**src/rtl/core_pkg.sv**
```systemverilog
// Shared types and constants for the multi-cycle core sequencer.
package core_pkg;

    localparam int WORD_W = 32;
    localparam logic [WORD_W-1:0] PC_STEP = 32'd4;

    // The five stage states are numbered 1..5 so that their encoding equals
    // the stage code reported on err_stage.
    typedef enum logic [2:0] {
        ST_IDLE   = 3'd0,
        ST_FETCH  = 3'd1,
        ST_DECODE = 3'd2,
        ST_EXEC   = 3'd3,
        ST_MEM    = 3'd4,
        ST_WRITE  = 3'd5,
        ST_HALT   = 3'd6,
        ST_ERROR  = 3'd7
    } state_t;

    localparam logic [2:0] STG_NONE   = 3'd0;
    localparam logic [2:0] STG_FETCH  = 3'd1;
    localparam logic [2:0] STG_DECODE = 3'd2;
    localparam logic [2:0] STG_EXEC   = 3'd3;
    localparam logic [2:0] STG_MEM    = 3'd4;
    localparam logic [2:0] STG_WRITE  = 3'd5;

    // True for the states that drive a pipeline stage.
    function automatic logic is_stage(input state_t s);
        return s inside {ST_FETCH, ST_DECODE, ST_EXEC, ST_MEM, ST_WRITE};
    endfunction

    // Stage code of a state; STG_NONE for non-stage states.
    function automatic logic [2:0] stage_code(input state_t s);
        logic [2:0] code;
        case (s)
            ST_FETCH:  code = STG_FETCH;
            ST_DECODE: code = STG_DECODE;
            ST_EXEC:   code = STG_EXEC;
            ST_MEM:    code = STG_MEM;
            ST_WRITE:  code = STG_WRITE;
            default:   code = STG_NONE;
        endcase
        return code;
    endfunction

endpackage

```
**src/rtl/stage_watchdog.sv**
```systemverilog
// Per-stage cycle watchdog: counts cycles spent in the current state and
// flags expiry when the count reaches TIMEOUT-1. TIMEOUT=0 disables it.
module stage_watchdog #(
    parameter int TIMEOUT = 1024
) (
    input  logic clk,
    input  logic rstn,
    input  logic restart,
    input  logic enable,
    output logic expire
);

    localparam int CW = (TIMEOUT > 1) ? $clog2(TIMEOUT) : 1;
    localparam logic [CW-1:0] LAST = CW'((TIMEOUT > 0) ? TIMEOUT - 1 : 0);

    logic [CW-1:0] count_reg;

    // Cycle counter: cleared on state entry, saturates at the expiry value.
    always_ff @(posedge clk or negedge rstn) begin
        if (!rstn) begin
            count_reg <= '0;
        end else if (restart) begin
            count_reg <= '0;
        end else if (enable && (count_reg != LAST)) begin
            count_reg <= count_reg + CW'(1);
        end
    end

    generate
        if (TIMEOUT == 0) begin : g_off
            assign expire = 1'b0;
        end else begin : g_on
            assign expire = enable && (count_reg == LAST);
        end
    endgenerate

endmodule

```
**src/rtl/core_sequencer.sv**
```systemverilog
// Instruction sequencer: walks fetch/decode/exec/mem/write, owns the PC,
// supports halt at instruction boundaries, a stage watchdog and a retire count.
module core_sequencer
    import core_pkg::*;
#(
    parameter logic [WORD_W-1:0] RESET_PC = 32'h0,
    parameter int                TIMEOUT  = 1024,
    parameter int                CNT_W    = 32
) (
    input  logic              clk,
    input  logic              rstn,
    input  logic              start,
    input  logic              halt_req,
    output logic              fetch_enable,
    input  logic              fetch_done,
    output logic              decode_enable,
    input  logic              decode_done,
    input  logic              mem_skip,
    output logic              exec_enable,
    input  logic              exec_done,
    output logic              mem_enable,
    input  logic              mem_done,
    output logic              write_enable,
    input  logic              write_done,
    input  logic              pcenable,
    input  logic [WORD_W-1:0] next_pc,
    output logic [WORD_W-1:0] pc,
    output logic              busy,
    output logic              halted,
    output logic              error,
    output logic [2:0]        err_stage,
    output logic [CNT_W-1:0]  retired
);

    state_t            state_reg, state_next;
    logic              entry_reg;
    logic              skip_reg;
    logic              jump_reg;
    logic [WORD_W-1:0] target_reg;
    logic [WORD_W-1:0] pc_reg;
    logic [CNT_W-1:0]  retired_reg;
    logic              error_reg;
    logic [2:0]        err_stage_reg;
    logic [4:0]        en_reg, en_next;
    logic              busy_reg, busy_next;
    logic              halted_reg, halted_next;
    logic              cur_done;
    logic              stage_done;
    logic              wd_expire;
    logic              write_fire;

    stage_watchdog #(.TIMEOUT(TIMEOUT)) u_watchdog (
        .clk     (clk),
        .rstn    (rstn),
        .restart (state_next != state_reg),
        .enable  (is_stage(state_reg)),
        .expire  (wd_expire)
    );

    // Select the done input of the active stage.
    always_comb begin
        cur_done = 1'b0;
        case (state_reg)
            ST_FETCH:  cur_done = fetch_done;
            ST_DECODE: cur_done = decode_done;
            ST_EXEC:   cur_done = exec_done;
            ST_MEM:    cur_done = mem_done;
            ST_WRITE:  cur_done = write_done;
            default:   cur_done = 1'b0;
        endcase
    end

    // Done is ignored in the enable cycle of a stage.
    assign stage_done = cur_done && !entry_reg;
    assign write_fire = (state_reg == ST_WRITE) && stage_done;

    // State register; entry_reg marks the first cycle in a new state.
    always_ff @(posedge clk or negedge rstn) begin
        if (!rstn) begin
            state_reg <= ST_IDLE;
            entry_reg <= 1'b0;
        end else begin
            state_reg <= state_next;
            entry_reg <= (state_next != state_reg);
        end
    end

    // Next-state logic; a done arriving in the expiry cycle still wins.
    always_comb begin
        state_next = state_reg;
        case (state_reg)
            ST_IDLE:   if (start) state_next = halt_req ? ST_HALT : ST_FETCH;
            ST_FETCH:  if (stage_done) state_next = ST_DECODE;
            ST_DECODE: if (stage_done) state_next = ST_EXEC;
            ST_EXEC:   if (stage_done) state_next = skip_reg ? ST_WRITE : ST_MEM;
            ST_MEM:    if (stage_done) state_next = ST_WRITE;
            ST_WRITE:  if (stage_done) state_next = halt_req ? ST_HALT : ST_FETCH;
            ST_HALT:   if (!halt_req) state_next = ST_FETCH;
            default:   state_next = ST_ERROR;
        endcase
        if (is_stage(state_reg) && !stage_done && wd_expire) begin
            state_next = ST_ERROR;
        end
    end

    // Output decode from the next state so the outputs can be registered.
    always_comb begin
        en_next = '0;
        for (int i = 0; i < 5; i++) begin
            en_next[i] = (stage_code(state_next) == 3'(i + 1)) && (state_next != state_reg);
        end
        busy_next   = is_stage(state_next);
        halted_next = (state_next == ST_HALT);
    end

    // Registered status outputs and the sticky watchdog error.
    always_ff @(posedge clk or negedge rstn) begin
        if (!rstn) begin
            en_reg        <= '0;
            busy_reg      <= 1'b0;
            halted_reg    <= 1'b0;
            error_reg     <= 1'b0;
            err_stage_reg <= STG_NONE;
        end else begin
            en_reg     <= en_next;
            busy_reg   <= busy_next;
            halted_reg <= halted_next;
            if ((state_next == ST_ERROR) && (state_reg != ST_ERROR)) begin
                error_reg     <= 1'b1;
                err_stage_reg <= stage_code(state_reg);
            end
        end
    end

    // PC, branch-target latch, mem_skip latch and retire counter.
    always_ff @(posedge clk or negedge rstn) begin
        if (!rstn) begin
            pc_reg      <= RESET_PC;
            jump_reg    <= 1'b0;
            target_reg  <= '0;
            skip_reg    <= 1'b0;
            retired_reg <= '0;
        end else begin
            if ((state_reg == ST_DECODE) && stage_done) begin
                skip_reg <= mem_skip;
            end
            if (write_fire) begin
                jump_reg    <= 1'b0;
                retired_reg <= retired_reg + CNT_W'(1);
                if (pcenable) begin
                    pc_reg <= next_pc;
                end else if (jump_reg) begin
                    pc_reg <= target_reg;
                end else begin
                    pc_reg <= pc_reg + PC_STEP;
                end
            end else if ((state_reg == ST_WRITE) && pcenable) begin
                jump_reg   <= 1'b1;
                target_reg <= next_pc;
            end
        end
    end

    assign fetch_enable  = en_reg[0];
    assign decode_enable = en_reg[1];
    assign exec_enable   = en_reg[2];
    assign mem_enable    = en_reg[3];
    assign write_enable  = en_reg[4];
    assign pc            = pc_reg;
    assign busy          = busy_reg;
    assign halted        = halted_reg;
    assign error         = error_reg;
    assign err_stage     = err_stage_reg;
    assign retired       = retired_reg;

endmodule

```
**config.mk**
```make
export PLATFORM = sky130hd
export DESIGN_NAME = core_sequencer
export DESIGN_NICKNAME = d
export VERILOG_FILES = /design/src/rtl/core_pkg.sv /design/src/rtl/stage_watchdog.sv /design/src/rtl/core_sequencer.sv
export SDC_FILE = /design/constraint.sdc
export NUM_CORES = 1
export LEC_CHECK = 0
export BUFFER_PORTS_ARGS = -buffer_cell sky130_fd_sc_hd__clkbuf_2
export CORE_UTILIZATION = 58
export CTS_BUF_LIST = sky130_fd_sc_hd__clkbuf_16
export CTS_CLUSTER_DIAMETER = 60
export CTS_CLUSTER_SIZE = 10
export DETAILED_ROUTE_END_ITERATION = 8
export HOLD_SLACK_MARGIN = 0.05
export PLACE_DENSITY_LB_ADDON = 0.05
export SYNTH_ARGS = -nofsm -noshare
export SYNTH_HDL_FRONTEND = slang
export SYNTH_SLANG_ARGS = --single-unit
```
**constraint.sdc**
```tcl
create_clock -name clk -period 5.3 [get_ports clk]
set_clock_uncertainty 0.2 [all_clocks]
set_input_delay 0.265 -clock clk [delete_from_list [all_inputs] [get_ports clk]]
set_output_delay 0.265 -clock clk [all_outputs]
set_load 0.1 [all_outputs]
```
After elaboration in Yosys (flattened, before gate mapping)
Index checks and enable logic that the tools add are counted.

Bits in registers: 123. Input port bits: 43.

Add/sub/neg operators: 3. Equal/unequal tests: 22. Multiplexer cells: 20. Bitwise operators: 1. Reductions and logical operators: 22.

Operators by type and width (count): $mux 32 (2); $add 32x1->32 const B (1); $add 32x3->32 const B (1); $pmux 3 s5 (2); $eq 3x3->1 const B (9); $mux 3 (9); $pmux 3 s7 (1); $mux 10 (2); $eq 3x2->1 const B (6); $logic_and 1x1->1 (14); $add 10x1->10 const B (1); $eq 10x10->1 const B (1); $ne 10x10->1 const B (1); $reduce_bool 5->1 (2); $eq 3x1->1 const B (3); $pmux 1 s5 (1); $reduce_bool 2->1 (2); $logic_not 3->1 (1); $mux 1 (3); $ne 3x3->1 (1); $ne 3x3->1 const B (1); $logic_not 1->1 (2); $reduce_and 2->1 (1); $not 1->1 (1).

Longest topological paths before layout
Depth in word-level cells: 11. Gate-level depth with buffers: 9. Mapped depth without buffers: 7.

By module
From an unflattened synthesis, not the netlist that was laid out.

Cells, all modules: 676. Area total of the unflattened synthesis: 6486.2 sq um.

Modules (own cells, without submodules): core_sequencer (times used 1, cells an instance 605, area an instance 5835.6 sq um); stage_watchdog (times used 1, cells an instance 71, area an instance 650.6 sq um).

Least setup slack after synthesis
Ideal clock, no wire load.

Path kind: reg2reg. Start point: register pc_reg[4] (netlist: pc[4]). End point: register pc_reg[31] (netlist: pc[31]). Library setup time: 0.133 ns. Arrival time: 2.450 ns. Setup slack: 2.517 ns. Cell stages (with the launch flop): 7. Path buffers: 0. Period minus slack after synthesis: 2.783 ns. Path through: dfrtp_1 nand3_1 nor4_2 nor4b_1 and3_1 o21ai_0 o2bb2ai_1.

Longest elaborated chain between the ends: 3.

RTL lines: start: declaration (RTL line core_sequencer.sv:40) `logic [WORD_W-1:0] pc_reg;`; start signal: assignment (RTL line core_sequencer.sv:151) `pc_reg <= next_pc;`; start signal: assignment (RTL line core_sequencer.sv:153) `pc_reg <= target_reg;`; start signal: assignment (RTL line core_sequencer.sv:155) `pc_reg <= pc_reg + PC_STEP;`; $add 32x3->32 (RTL line core_sequencer.sv:155); $mux 32 (RTL line core_sequencer.sv:152) `end else if (jump_reg) begin`; $mux 32 (RTL line core_sequencer.sv:150) `if (pcenable) begin`.

No other way between the ends. A chain may end at the register's enable or synchronous reset.

Worst setup path after layout
Start point: register state_reg[2]. End point: register target_reg[31].

Longest elaborated chain between the ends: 6. Elaborated cells on any way between the ends: 11. Classes of those cells: 5 x eq/ne; 1 x mux; 1 x bitwise; 4 x reduce/logical.

RTL lines: start: declaration (RTL line core_sequencer.sv:35) `state_t state_reg, state_next;`; start signal: assignment (RTL line core_sequencer.sv:83) `state_reg <= state_next;`; $eq 3x3->1 (tied with other cells) (RTL line core_sequencer.sv:63, core_sequencer.sv:75, core_sequencer.sv:157); $pmux 1 s5 (RTL line core_sequencer.sv:63) `case (state_reg)`; $logic_and 1x1->1 (RTL line core_sequencer.sv:74) `assign stage_done = cur_done && !entry_reg;`; $logic_and 1x1->1 (RTL line core_sequencer.sv:75) `assign write_fire = (state_reg == ST_WRITE) && stage_done;`; $not 1->1 (no source line); $reduce_and 2->1 (no source line) *; end signal: assignment (RTL line core_sequencer.sv:159) `target_reg <= next_pc;`; end: declaration (RTL line core_sequencer.sv:39) `logic [WORD_W-1:0] target_reg;`.

Mark *: on every way between the ends. The rest lies on a longest branch, timed or not.

==> results.cfg <==
[power]
p_sw_share_pct = 49.3
clkPwrFrac_pct = 22.5
p_int_mw = 2.52
p_sw_mw = 2.45
pwr-share-comb_pct = 45.3
pwr_density_cell_nw_per_um2 = 627
ir_worst_vdd_mv = 0.565
p_leak_nw = 3.64
seq_power_share_pct = 32.2

[cts]
clock_latency_ps = 410
cts_tree = yes
htree_levels = 4
cts_buffer_depth = 2
cts_setup_buffers = 0
cts_buffers = 17
clkSinkCount = 123
clk_pin_slew_ps = 50
cts-root-buf = clkbuf_16

[final_layout]
mostFrequentLayoutCell = dfrtp_1
fillers = 771
antennaDiodeCount = 0
syn_to_final_growth_pct = 24.4
layout-drive-gt1-share_pct = 20.9
layout.nets = 824
fin_area_um2 = 7920
final_cell_mix = dfrtp_1, clkbuf_2, nand2_1

[hold_path]
hp-class = in -> reg
min_path_cells = 5
min_to = state_reg[2]$_DFF_PN0_
hp-start = start

[run_status]
status = finished clean

[global_route]
grt_usage_pct = 29.8
grt_pass1_wl_mm = 26.7
globalRouteOverflowTotal = 0
grt_max_degree = 85
first_global_vias = 5429
antenna_found_initial = 0

[logic_synthesis]
yosysWarningCount = 0
synth_fp_nets = 683
synthArstFlopShare_pct = 100
synthCells = 637
synth_top_area_share_pct = 48.3
ys_seq_area_share_pct = 48.3
postSynthAreaPerCell_um2 = 10.0
yosys-top-cells-area = dfrtp_1, mux2_1, o21ai_0
synth-edff-count = 0
yosysTopAreaCell = dfrtp_1
netlist_area_um2 = 6370
yosys_register_bits = 123
synthFlopType = dfrtp_1
yosysUniqueCellTypes = 59

[sta]
tightestPinTransition_ps = 1160
setup_tns_ps = 0
finalCritPeriodShare_pct = 58.0
slew_headroom_pct = 22.5
hold_violations = 0
setup_viol = 0
fmax_ghz = 0.325
slew_viol_final = 0
rsz0062_at_grt = false
post-route-min-period_ps = 3070

[routing]
postRouteAntennaNets = 0
wl_per_cell_um = 17.1
vias = 5619
drt_first_pass_iters = 5
drtIter0Drc = 415
routed_wl_mm = 15.9
vias_per_cell = 6.07
drc = 0

[setup_path]
r2r_cells = 6
crit_arrival_ps = 3170
cp.required_ps = 5400
rrSetupSlack_ps = 2230
crit_start = state_reg[2]$_DFF_PN0_
regToRegEndpoint = target_reg[31]$_DFFE_PN0P_
cp-end-kind = flop
path_max_fanout = 32
start_kind = flop
rr_startpoint = state_reg[2]$_DFF_PN0_
worst-setup-path-type = reg -> reg

[place]
placed_area_um2 = 7010
gp_congestion = 0.885
hpwl_mm = 10.2
io_buffers = 117

[floorplanning]
io_pins = 118
row_count = 37
core-area_um2 = 10500
die_y_um = 107
start_util_pct = 60.9
dieArea_um2 = 11400
die_x_um = 107

[flow_run]
cap_violations = 0
worst max-delay path by stage:
stage	endpoint	slack [ps]
floorplan	pc[31]$_DFFE_PN0P_	2520
global placement	target_reg[31]$_DFFE_PN0P_	2360
detailed placement	target_reg[31]$_DFFE_PN0P_	2290
CTS	target_reg[31]$_DFFE_PN0P_	2270
global route	u_watchdog.count_reg[5]$_DFFE_PN0P_	2030
finish	target_reg[31]$_DFFE_PN0P_	2230
kinds of logic (layout without fill, tap and decap cells):
logic type | Yosys count | after routing | synth area share, %
xor+xnor | 42 | 42 | 5.78
fa+ha+maj | 3 | 3 | 0.590
flops | 123 | 123 | 48.3
mux | 39 | 39 | 6.82
simple gates | 239 | 239 | 20.0
buf+inv | 42 | 195 | 2.87
compound gates | 149 | 149 | 15.6
layer usage:
metal / vias to the layer above / track usage (%) / wire length (µm) / part of all wire [%]
li1: 2599 / - / - / -
met1: 2791 / 40.5 / 7050 / 44
met2: 214 / 47.8 / 7800 / 49
met3: 15 / 6.02 / 855 / 5.4
met4: 0 / 9.78 / 143 / 0.90
met5: - / 0 / 0 / 0
metrics by stage:
step | instances | power [mW] | util (%) | hold slack [ps] | setup slack, ps
finish | 926 | 4.97 | 75.7 | 198 | 2230
detailed placement | 860 | 3.82 | 67.0 | 258 | 2290
floorplan | 637 | 3.39 | - | -231 | 2520
global route | 926 | 5.21 | 75.7 | 232 | 2030
global placement | 860 | 3.76 | 67.0 | 255 | 2360
CTS | 926 | 4.96 | 75.7 | 179 | 2270
critical path, cell delays in order, from the launching register on:
cell and delay [ps]:
dfrtp_1 980, nand4bb_1 280, a21oi_1 160, or2_4 330
nor3_4 160, buf_4 440, mux2_2 390
Yosys cell counts, types with 2 or more instances:
| cell | number |
|---|---|
| or3_1 | 2 |
| buf_4 | 4 |
| o21ai_0 | 55 |
| o31a_1 | 2 |
| buf_2 | 8 |
| mux2_1 | 30 |
| xnor2_1 | 26 |
| a22o_1 | 12 |
| mux2i_1 | 4 |
| nor3_1 | 20 |
| or2_2 | 5 |
| o2bb2ai_1 | 5 |
| o22ai_1 | 2 |
| nor3b_1 | 4 |
| and4_1 | 7 |
| a31oi_1 | 7 |
| a21oi_1 | 27 |
| nand2_1 | 57 |
| nand3_1 | 22 |
| nand4bb_1 | 3 |
| and2_1 | 7 |
| nand4_1 | 13 |
| buf_1 | 2 |
| nor2b_1 | 7 |
| xor2_1 | 16 |
| mux2_2 | 5 |
| a221oi_1 | 8 |
| clkbuf_1 | 20 |
| dfrtp_1 | 123 |
| a22oi_1 | 8 |
| nor4_1 | 6 |
| inv_1 | 7 |
| o211ai_1 | 2 |
| and3_1 | 17 |
| a211oi_1 | 2 |
| o21bai_1 | 2 |
| nand3b_1 | 2 |
| o311ai_4 | 2 |
| o31ai_1 | 2 |
| ha_1 | 3 |
| nand2b_1 | 7 |
| o221ai_1 | 2 |
| o211a_1 | 2 |
| nor2_1 | 52 |
| a222oi_1 | 4 |
what timing repair did:
item | 4_1_cts | 5_1_grt
endpoints found under the setup margin | 0 | 0
hold buffers | 35 | 0
hold endpoints to repair | 142 | 0
resized for setup | 0 | 0
power groups by stage:
stage | clock network, mW | logic [mW] | registers [mW]
after floorplan | 0 | 0.885 | 2.50
after global placement | 0 | 2.19 | 1.57
after detailed placement | 0 | 2.22 | 1.60
after CTS | 1.13 | 2.25 | 1.59
after global routing | 1.17 | 2.39 | 1.65
final | 1.12 | 2.25 | 1.60
final cells by class:
type | count | area (µm²) | share of cell area [%]
well taps | 136 | 170 | 2.15
clock inverters | 14 | 139 | 1.75
clock buffers | 17 | 425 | 5.37
multi-input cells | 472 | 3110 | 39.3
flip-flops and latches | 123 | 3080 | 38.9
inverters | 8 | 30.0 | 0.379
repair buffers | 156 | 968 | 12.2
No activity file was read; power rests on OpenSTA's default activity.
